$ cat config.mk
export PLATFORM = sky130hd
export DESIGN_NAME = axi_lite_write
export DESIGN_NICKNAME = d
export VERILOG_FILES = /design/src/rtl/axi_lite_write_pkg.sv /design/src/rtl/axi_lite_write.sv
export SDC_FILE = /design/constraint.sdc
export NUM_CORES = 1
export LEC_CHECK = 0
export ABC_AREA = 1
export BUFFER_PORTS_ARGS = -buffer_cell sky130_fd_sc_hd__buf_2
export CAP_MARGIN = 20
export CORE_ASPECT_RATIO = 1.25
export CORE_MARGIN = 10
export CORE_UTILIZATION = 43
export CTS_CLUSTER_DIAMETER = 100
export DETAILED_ROUTE_END_ITERATION = 10
export PLACE_DENSITY = 0.78
export SLEW_MARGIN = 0
export SYNTH_ARGS = -nofsm -noshare
export SYNTH_HDL_FRONTEND = slang
export SYNTH_SLANG_ARGS = --single-unit
$ cat constraint.sdc
create_clock -name clk -period 1.3 [get_ports clk]
set_input_delay 0.13 -clock clk [delete_from_list [all_inputs] [get_ports clk]]
set_output_delay 0.13 -clock clk [all_outputs]
set_load 0.01 [all_outputs]
$ cat src/rtl/axi_lite_write_pkg.sv
// Shared definitions for the AXI4-Lite write-channel engine: state encoding and response codes.
package axi_lite_write_pkg;

    localparam logic [1:0] IDLE  = 2'd0;
    localparam logic [1:0] WDATA = 2'd1;
    localparam logic [1:0] BRESP = 2'd2;

    localparam logic [1:0] RESP_OKAY = 2'b00;

    typedef enum logic [1:0] {
        ST_IDLE  = IDLE,
        ST_WDATA = WDATA,
        ST_BRESP = BRESP
    } wr_state_t;

endpackage

$ cat src/rtl/axi_lite_write.sv
// AXI4-Lite write-channel engine: one AW, one W, one OKAY B; emits a one-cycle register strobe.
// Optional byte-enable path (wstrb -> reg_data_be) is enabled by defining AXI_LITE_WRITE_WSTRB_EN.
module axi_lite_write
    import axi_lite_write_pkg::*;
#(
    parameter int C_ADDR_WIDTH = 10,
    parameter int C_DATA_WIDTH = 32
) (
    input  logic                    clk,
    input  logic                    reset,
    input  logic                    awvalid,
    input  logic                    awready,
    input  logic [C_ADDR_WIDTH-1:0] awaddr,
    input  logic                    wvalid,
    output logic                    wready,
    input  logic [C_DATA_WIDTH-1:0] wdata,
    input  logic                    bready,
    output logic                    bvalid,
    output logic [1:0]              bresp,
    output logic [C_ADDR_WIDTH-1:0] reg_data_addr,
    output logic                    reg_data_write,
    output logic [C_DATA_WIDTH-1:0] reg_data
`ifdef AXI_LITE_WRITE_WSTRB_EN
    ,
    input  logic [C_DATA_WIDTH/8-1:0] wstrb,
    output logic [C_DATA_WIDTH/8-1:0] reg_data_be
`endif
);

    wr_state_t               state_q, state_d;
    logic                    wready_q, wready_d;
    logic                    bvalid_q, bvalid_d;
    logic                    write_q, write_d;
    logic [1:0]              bresp_q;
    logic [C_ADDR_WIDTH-1:0] addr_q, addr_d;
    logic [C_DATA_WIDTH-1:0] data_q, data_d;
`ifdef AXI_LITE_WRITE_WSTRB_EN
    logic [C_DATA_WIDTH/8-1:0] be_q, be_d;
`endif

    // Next-state and capture logic; the strobe defaults low so it can only pulse for one cycle.
    always_comb begin
        state_d  = state_q;
        wready_d = wready_q;
        bvalid_d = bvalid_q;
        write_d  = 1'b0;
        addr_d   = addr_q;
        data_d   = data_q;
`ifdef AXI_LITE_WRITE_WSTRB_EN
        be_d     = be_q;
`endif
        case (state_q)
            ST_IDLE: begin
                if (awvalid && awready) begin
                    addr_d   = awaddr;
                    wready_d = 1'b1;
                    state_d  = ST_WDATA;
                end else begin
                    state_d  = ST_IDLE;
                end
            end
            ST_WDATA: begin
                if (wvalid && wready_q) begin
                    data_d   = wdata;
`ifdef AXI_LITE_WRITE_WSTRB_EN
                    be_d     = wstrb;
`endif
                    write_d  = 1'b1;
                    wready_d = 1'b0;
                    bvalid_d = 1'b1;
                    state_d  = ST_BRESP;
                end else begin
                    state_d  = ST_WDATA;
                end
            end
            ST_BRESP: begin
                if (bready && bvalid_q) begin
                    bvalid_d = 1'b0;
                    state_d  = ST_IDLE;
                end else begin
                    state_d  = ST_BRESP;
                end
            end
            default: begin
                wready_d = 1'b0;
                bvalid_d = 1'b0;
                state_d  = ST_IDLE;
            end
        endcase
    end

    // State and output registers with synchronous reset.
    always_ff @(posedge clk) begin
        if (reset) begin
            state_q  <= ST_IDLE;
            wready_q <= 1'b0;
            bvalid_q <= 1'b0;
            write_q  <= 1'b0;
            bresp_q  <= 2'b00;
            addr_q   <= {C_ADDR_WIDTH{1'b0}};
            data_q   <= {C_DATA_WIDTH{1'b0}};
`ifdef AXI_LITE_WRITE_WSTRB_EN
            be_q     <= {(C_DATA_WIDTH/8){1'b0}};
`endif
        end else begin
            state_q  <= state_d;
            wready_q <= wready_d;
            bvalid_q <= bvalid_d;
            write_q  <= write_d;
            bresp_q  <= RESP_OKAY;
            addr_q   <= addr_d;
            data_q   <= data_d;
`ifdef AXI_LITE_WRITE_WSTRB_EN
            be_q     <= be_d;
`endif
        end
    end

    assign wready         = wready_q;
    assign bvalid         = bvalid_q;
    assign bresp          = bresp_q;
    assign reg_data_write = write_q;
    assign reg_data_addr  = addr_q;
    assign reg_data       = data_q;
`ifdef AXI_LITE_WRITE_WSTRB_EN
    assign reg_data_be    = be_q;
`endif

endmodule

== Word-level counts from Yosys, hierarchy flattened ==
Index checks and enable logic that the tools add are counted.

* Bits in registers: 47
* RAM bits: 0
* Bits in read-only memories: 0
* Memories: 0
* Bits in latches: 0

* $mul: 0
* Add/sub/neg operators: 0
* Div/mod/pow operators: 0
* Reduce and logical (&&, ||, !) cells: 9
* Equality and inequality tests: 5
* Order comparisons: 0
* Bitwise logic cells: 3
* Muxes and demuxes: 11
* Shift operators: 0

{| class="wikitable"
|+ Operators with widths
! operator !! count
|-
| 1-bit two-way mux || 6
|-
| 2-bit inequality test, second input constant || 3
|-
| 1-bit case mux with 3 select lines || 2
|-
| 2-bit case mux with 3 select lines || 1
|-
| 3-bit AND reduction || 2
|-
| 2-bit two-way mux || 2
|-
| 2-bit AND reduction || 2
|-
| 1-bit logical AND || 3
|-
| 1-bit NOT || 3
|-
| 2-bit by 1-bit equality test with 1-bit output, second input constant || 1
|-
| 2-bit equality test, second input constant || 1
|-
| 2-bit logical NOT || 1
|-
| 2-bit OR reduction || 1
|}

== Depth between registers and ports, before layout ==
* Depth in word-level cells: 3
* Depth in mapped cells: 7

== Worst setup path before layout ==
OpenSTA, ideal clock, no wires.

* Path kind: flip-flop to flip-flop
* Start: register wready_q, in the netlist wready
* End: register data_q[12], in the netlist reg_data[12]
* Setup slack: 0.231 ns
* Data arrival time: 0.953 ns
* Setup time: 0.116 ns
* Period minus slack after synthesis: 1.069 ns
* Cell stages (with the launch flop): 5
* Required time: 1.184 ns
* Path buffers: 1
* Cells stage by stage: dfxtp_1 nand4_4 clkbuf_2 o21ai_0 nor2_1

* Cells in the longest elaborated chain, start to end: 2

{| class="wikitable"
|+ Ends and longest elaborated chain
! item !! line !! RTL
|-
| start, declared || axi_lite_write.sv:31 || <nowiki>logic wready_q, wready_d;</nowiki>
|-
| start signal, assigned || axi_lite_write.sv:107 || <nowiki>wready_q <= wready_d;</nowiki>
|-
| 1-bit logical AND || axi_lite_write.sv:63 || <nowiki>if (wvalid && wready_q) begin</nowiki>
|-
| 2-bit AND reduction (no source line) || -- ||
|-
| end signal, assigned || axi_lite_write.sv:101 || <nowiki>data_q <= {C_DATA_WIDTH{1'b0}};</nowiki>
|-
| end signal, assigned || axi_lite_write.sv:112 || <nowiki>data_q <= data_d;</nowiki>
|-
| end, declared || axi_lite_write.sv:36 || <nowiki>logic [C_DATA_WIDTH-1:0] data_q, data_d;</nowiki>
|}

No other way between the ends.
A chain may end at the register's enable or synchronous reset.

== Final worst setup path ==
* Start: register state_q[0]
* End: register addr_q[3], in the netlist reg_data_addr[3]

* Cells in the longest elaborated chain, start to end: 2

{| class="wikitable"
|+ Ends and longest elaborated chain
! item !! line !! RTL
|-
| start, declared || axi_lite_write.sv:30 || <nowiki>wr_state_t state_q, state_d;</nowiki>
|-
| start signal, assigned || axi_lite_write.sv:106 || <nowiki>state_q <= state_d;</nowiki>
|-
| 2-bit logical NOT || axi_lite_write.sv:52 || <nowiki>case (state_q)</nowiki>
|-
| 2-bit AND reduction (no source line) || -- ||
|-
| end signal, assigned || axi_lite_write.sv:100 || <nowiki>addr_q <= {C_ADDR_WIDTH{1'b0}};</nowiki>
|-
| end signal, assigned || axi_lite_write.sv:111 || <nowiki>addr_q <= addr_d;</nowiki>
|-
| end, declared || axi_lite_write.sv:35 || <nowiki>logic [C_ADDR_WIDTH-1:0] addr_q, addr_d;</nowiki>
|}

No other way between the ends.

==> results by group <==
Clock network
  • CTS buffer count: 5
  • # hold bufs at CTS: 0
  • Clk slew on worst S/H paths: roughly 80 ps
  • Clock sink count: 47
  • Worst skew pair latency: a little under 300 ps
  • CTS tree: done
  • CTS H-Tree Depth: 2
  • Root Driver: clkbuf_8
  • Max clock buf depth: 2

Placement
  • DP HPWL: roughly 3700 µm
  • Final RePlAce weighted congestion: between 0.7 and 0.8
  • Port Buf Inserts: between 90 and 100

GRT
  • Total global routing overflow: 0
  • Initial antenna violation count: 0
  • GRT Resource Usage Total: roughly 14%
  • Largest net degree at the start of global routing: 27
  • First-pass GRT wire length: approximately 7700 µm
  • Via count of the first global-routing pass: between 1500 and 2000

Setup path
  • Crit path kind: reg -> reg
  • CP max FO: 7
  • Setup crit end kind: register
  • R2R depth: 7
  • FF-to-FF Start: state_q[0]
  • Worst setup path start: state_q[0]
  • Startpoint types: register
  • R2R Path End: reg_data_addr[3]
  • Data required, critical path: between 1500 and 2000 ps
  • Arrival time worst endpoint: 1420 ps
  • R2R Setup Slk: 110 ps

Cells and area
  • Layout area overhead: 40.5%
  • N_diodes: 0
  • Nets: between 300 and 400
  • Final Core Density: a little over three fifths
  • Share of layout cells above drive strength 1: around two fifths
  • Fillers: 380

Synthesis
  • Most common cell in the netlist: nor2_1
  • Synth unique cells: 18
  • Post-synth EDFFs: 0
  • Synth Area per Inst: 7.96 µm²
  • Fraction of the yosys area taken by sequential cells: between 50 and 60%
  • Ys flop type: dfxtp_1
  • Yosys warns: 0
  • Synth top area cells: dfxtp_1 55%, nor2_1 19%, o21ai_0 12%, buf_6 2.6%, nand2_1 1.8%
  • Post-synth top area cell: dfxtp_1
  • Yosys reg bits: 47
  • Cell count after synthesis: approximately 210
  • Ys async rst share: 0%
  • Commonest cells post-synth: 84 x nor2_1, 47 x dfxtp_1, 40 x o21ai_0
  • Area share of the largest cell type after synthesis: between 50% and 60%
  • Area of the mapped netlist: approximately 1700 µm²

Timing
  • Min Tclk post-route: between 1000 and 1500 ps
  • Final Hold Vio Count: 0
  • Final setup violation count: 0
  • Max Clk Rate: between 800 and 900 MHz
  • Final Max Tran Viols: 0
  • Setup TNS: 0 ps
  • RSZ-0062 raised after global routing: no
  • Tcrit/Tclk final: 91.5%
  • Clock Skew: around 4.8 ps

Route
  • Final ANT Viol Nets: 0
  • Initial drt markers: 116
  • DR pass1 iterations: 4
  • DRT Wirelength: 4860 µm
  • Vias: roughly 1700
  • Vias/cell: around 4.5
  • WL/cell: around 13 µm
  • Residual DRC: 0

Power and ir drop
  • Leakage: ~1.2 nW
  • Sw Share: a little under a quarter
  • VDD IR max: 800 µV
  • Clock power frac: between 30% and 40%
  • Power Density: 1140 nW/µm²
  • Combinational power share: about a tenth
  • Sequential power share: between 50 and 60%
  • Switching power: roughly 620 µW
  • Int Power: around 2.1 mW

Floorplan
  • Row count: 25
  • DIE AREA: between 6000 and 7000 µm²
  • Die height: ~90 µm
  • IO Count: 95
  • Die Wd: 76.3 µm
  • Core ar.: around 3800 µm²
  • Initial Util: 44.7%

Min path
  • HP Class: in -> reg
  • Hold worst-path end: wready
  • HP Start: reset
  • Cell count of the worst hold path: 2

Job
  • Max Cap Violations: 0

Status
  • Status: finished, final reports clean
power groups by stage:
stage               clock, mW  sequential [mW]  combinational, mW
floorplan                   0             1.56              0.122
global placement            0             1.53              0.280
detailed placement          0             1.54              0.283
CTS                     0.963             1.50              0.284
global route             1.04             1.51              0.328
finish                  0.931             1.50              0.291
cell type report:
| type | count | area (µm²) | area share, % |
|---|---|---|---|
| flip-flops and latches | 47 | 941 | 39.3 |
| multi-input cells | 147 | 646 | 27.0 |
| repair buffers | 108 | 609 | 25.4 |
| clock buffers | 8 | 100 | 4.18 |
| well taps | 54 | 67.6 | 2.82 |
| inverters | 7 | 31.3 | 1.31 |
critical path: stages (launching register included):
cell	delay, ps
dfxtp_1	340
buf_4	150
nor2_2	130
inv_2	60
nor2_4	130
buf_6	140
o21ai_0	70
nor2_1	100
layout by cell type (no fill, tap or decap):
cell type   n
inv_1       3
buf_2      92
o21ai_1     2
clkbuf_1    1
dfxtp_1    47
clkbuf_8    7
buf_12      2
buf_6       1
nor2_4      1
nand3_1     5
nor2_2      1
o21ai_0    40
nor2_1     84
inv_4       2
nand2_1     8
a21oi_2     1
inv_2       2
buf_4      13
conb_1      2
a21oi_1     2
nand4_4     1
repair_timing:
action,CTS,global route
setup endpoints to repair,0,35
buffers inserted,0,6
gates resized for setup,0,3
metal layers:
metal	share of wire, %	track usage (%)	up-vias
met3	6.8	5.38	4
met5	0	0	-
li1	-	-	885
met4	1.2	5.12	0
met1	40	14.6	726
met2	52	23.4	54
how the worst max path moves through the flow:
stage                  endpoint  slack, ps  cells past startpoint
6_report       reg_data_addr[3]        110                      7
5_1_grt        reg_data_addr[7]         20                      7
4_1_cts             reg_data[1]         30                      4
3_5_place_dp        reg_data[1]         40                      4
3_3_place_gp       reg_data[26]         90                      4
2_1_floorplan      reg_data[12]        230                      4
stage by stage:
step | hold slack (ps) | total power, mW | cell area [µm²] | setup WS [ps] | cells
after floorplan | 192 | 1.68 | 1710 | 231 | 215
after global placement | 348 | 1.81 | 2230 | 88.7 | 357
after detailed placement | 360 | 1.82 | 2230 | 38.0 | 357
after CTS | 40.7 | 2.75 | 2330 | 26.2 | 365
after global routing | 34.3 | 2.87 | 2390 | 20.7 | 371
final | 54.1 | 2.72 | 2390 | 110 | 371
registers in the layout (all words and copies together) (netlist names):
signal,count
wready,1
reg_data,32
state_q,2
bvalid,1
reg_data_addr,10
reg_data_write,1
kinds of logic (layout without fill, tap and decap cells):
| logic type | Yosys count | after routing | share of synthesized area, % |
|---|---|---|---|
| DFF | 47 | 47 | 55.2 |
| other | 1 | 2 | 0.220 |
| AOI/OAI and AO/OA | 45 | 45 | 13.4 |
| and+or+nand+nor | 100 | 100 | 23.7 |
| buffers and inverters | 21 | 123 | 7.41 |
(Power assumes the default switching activity.)
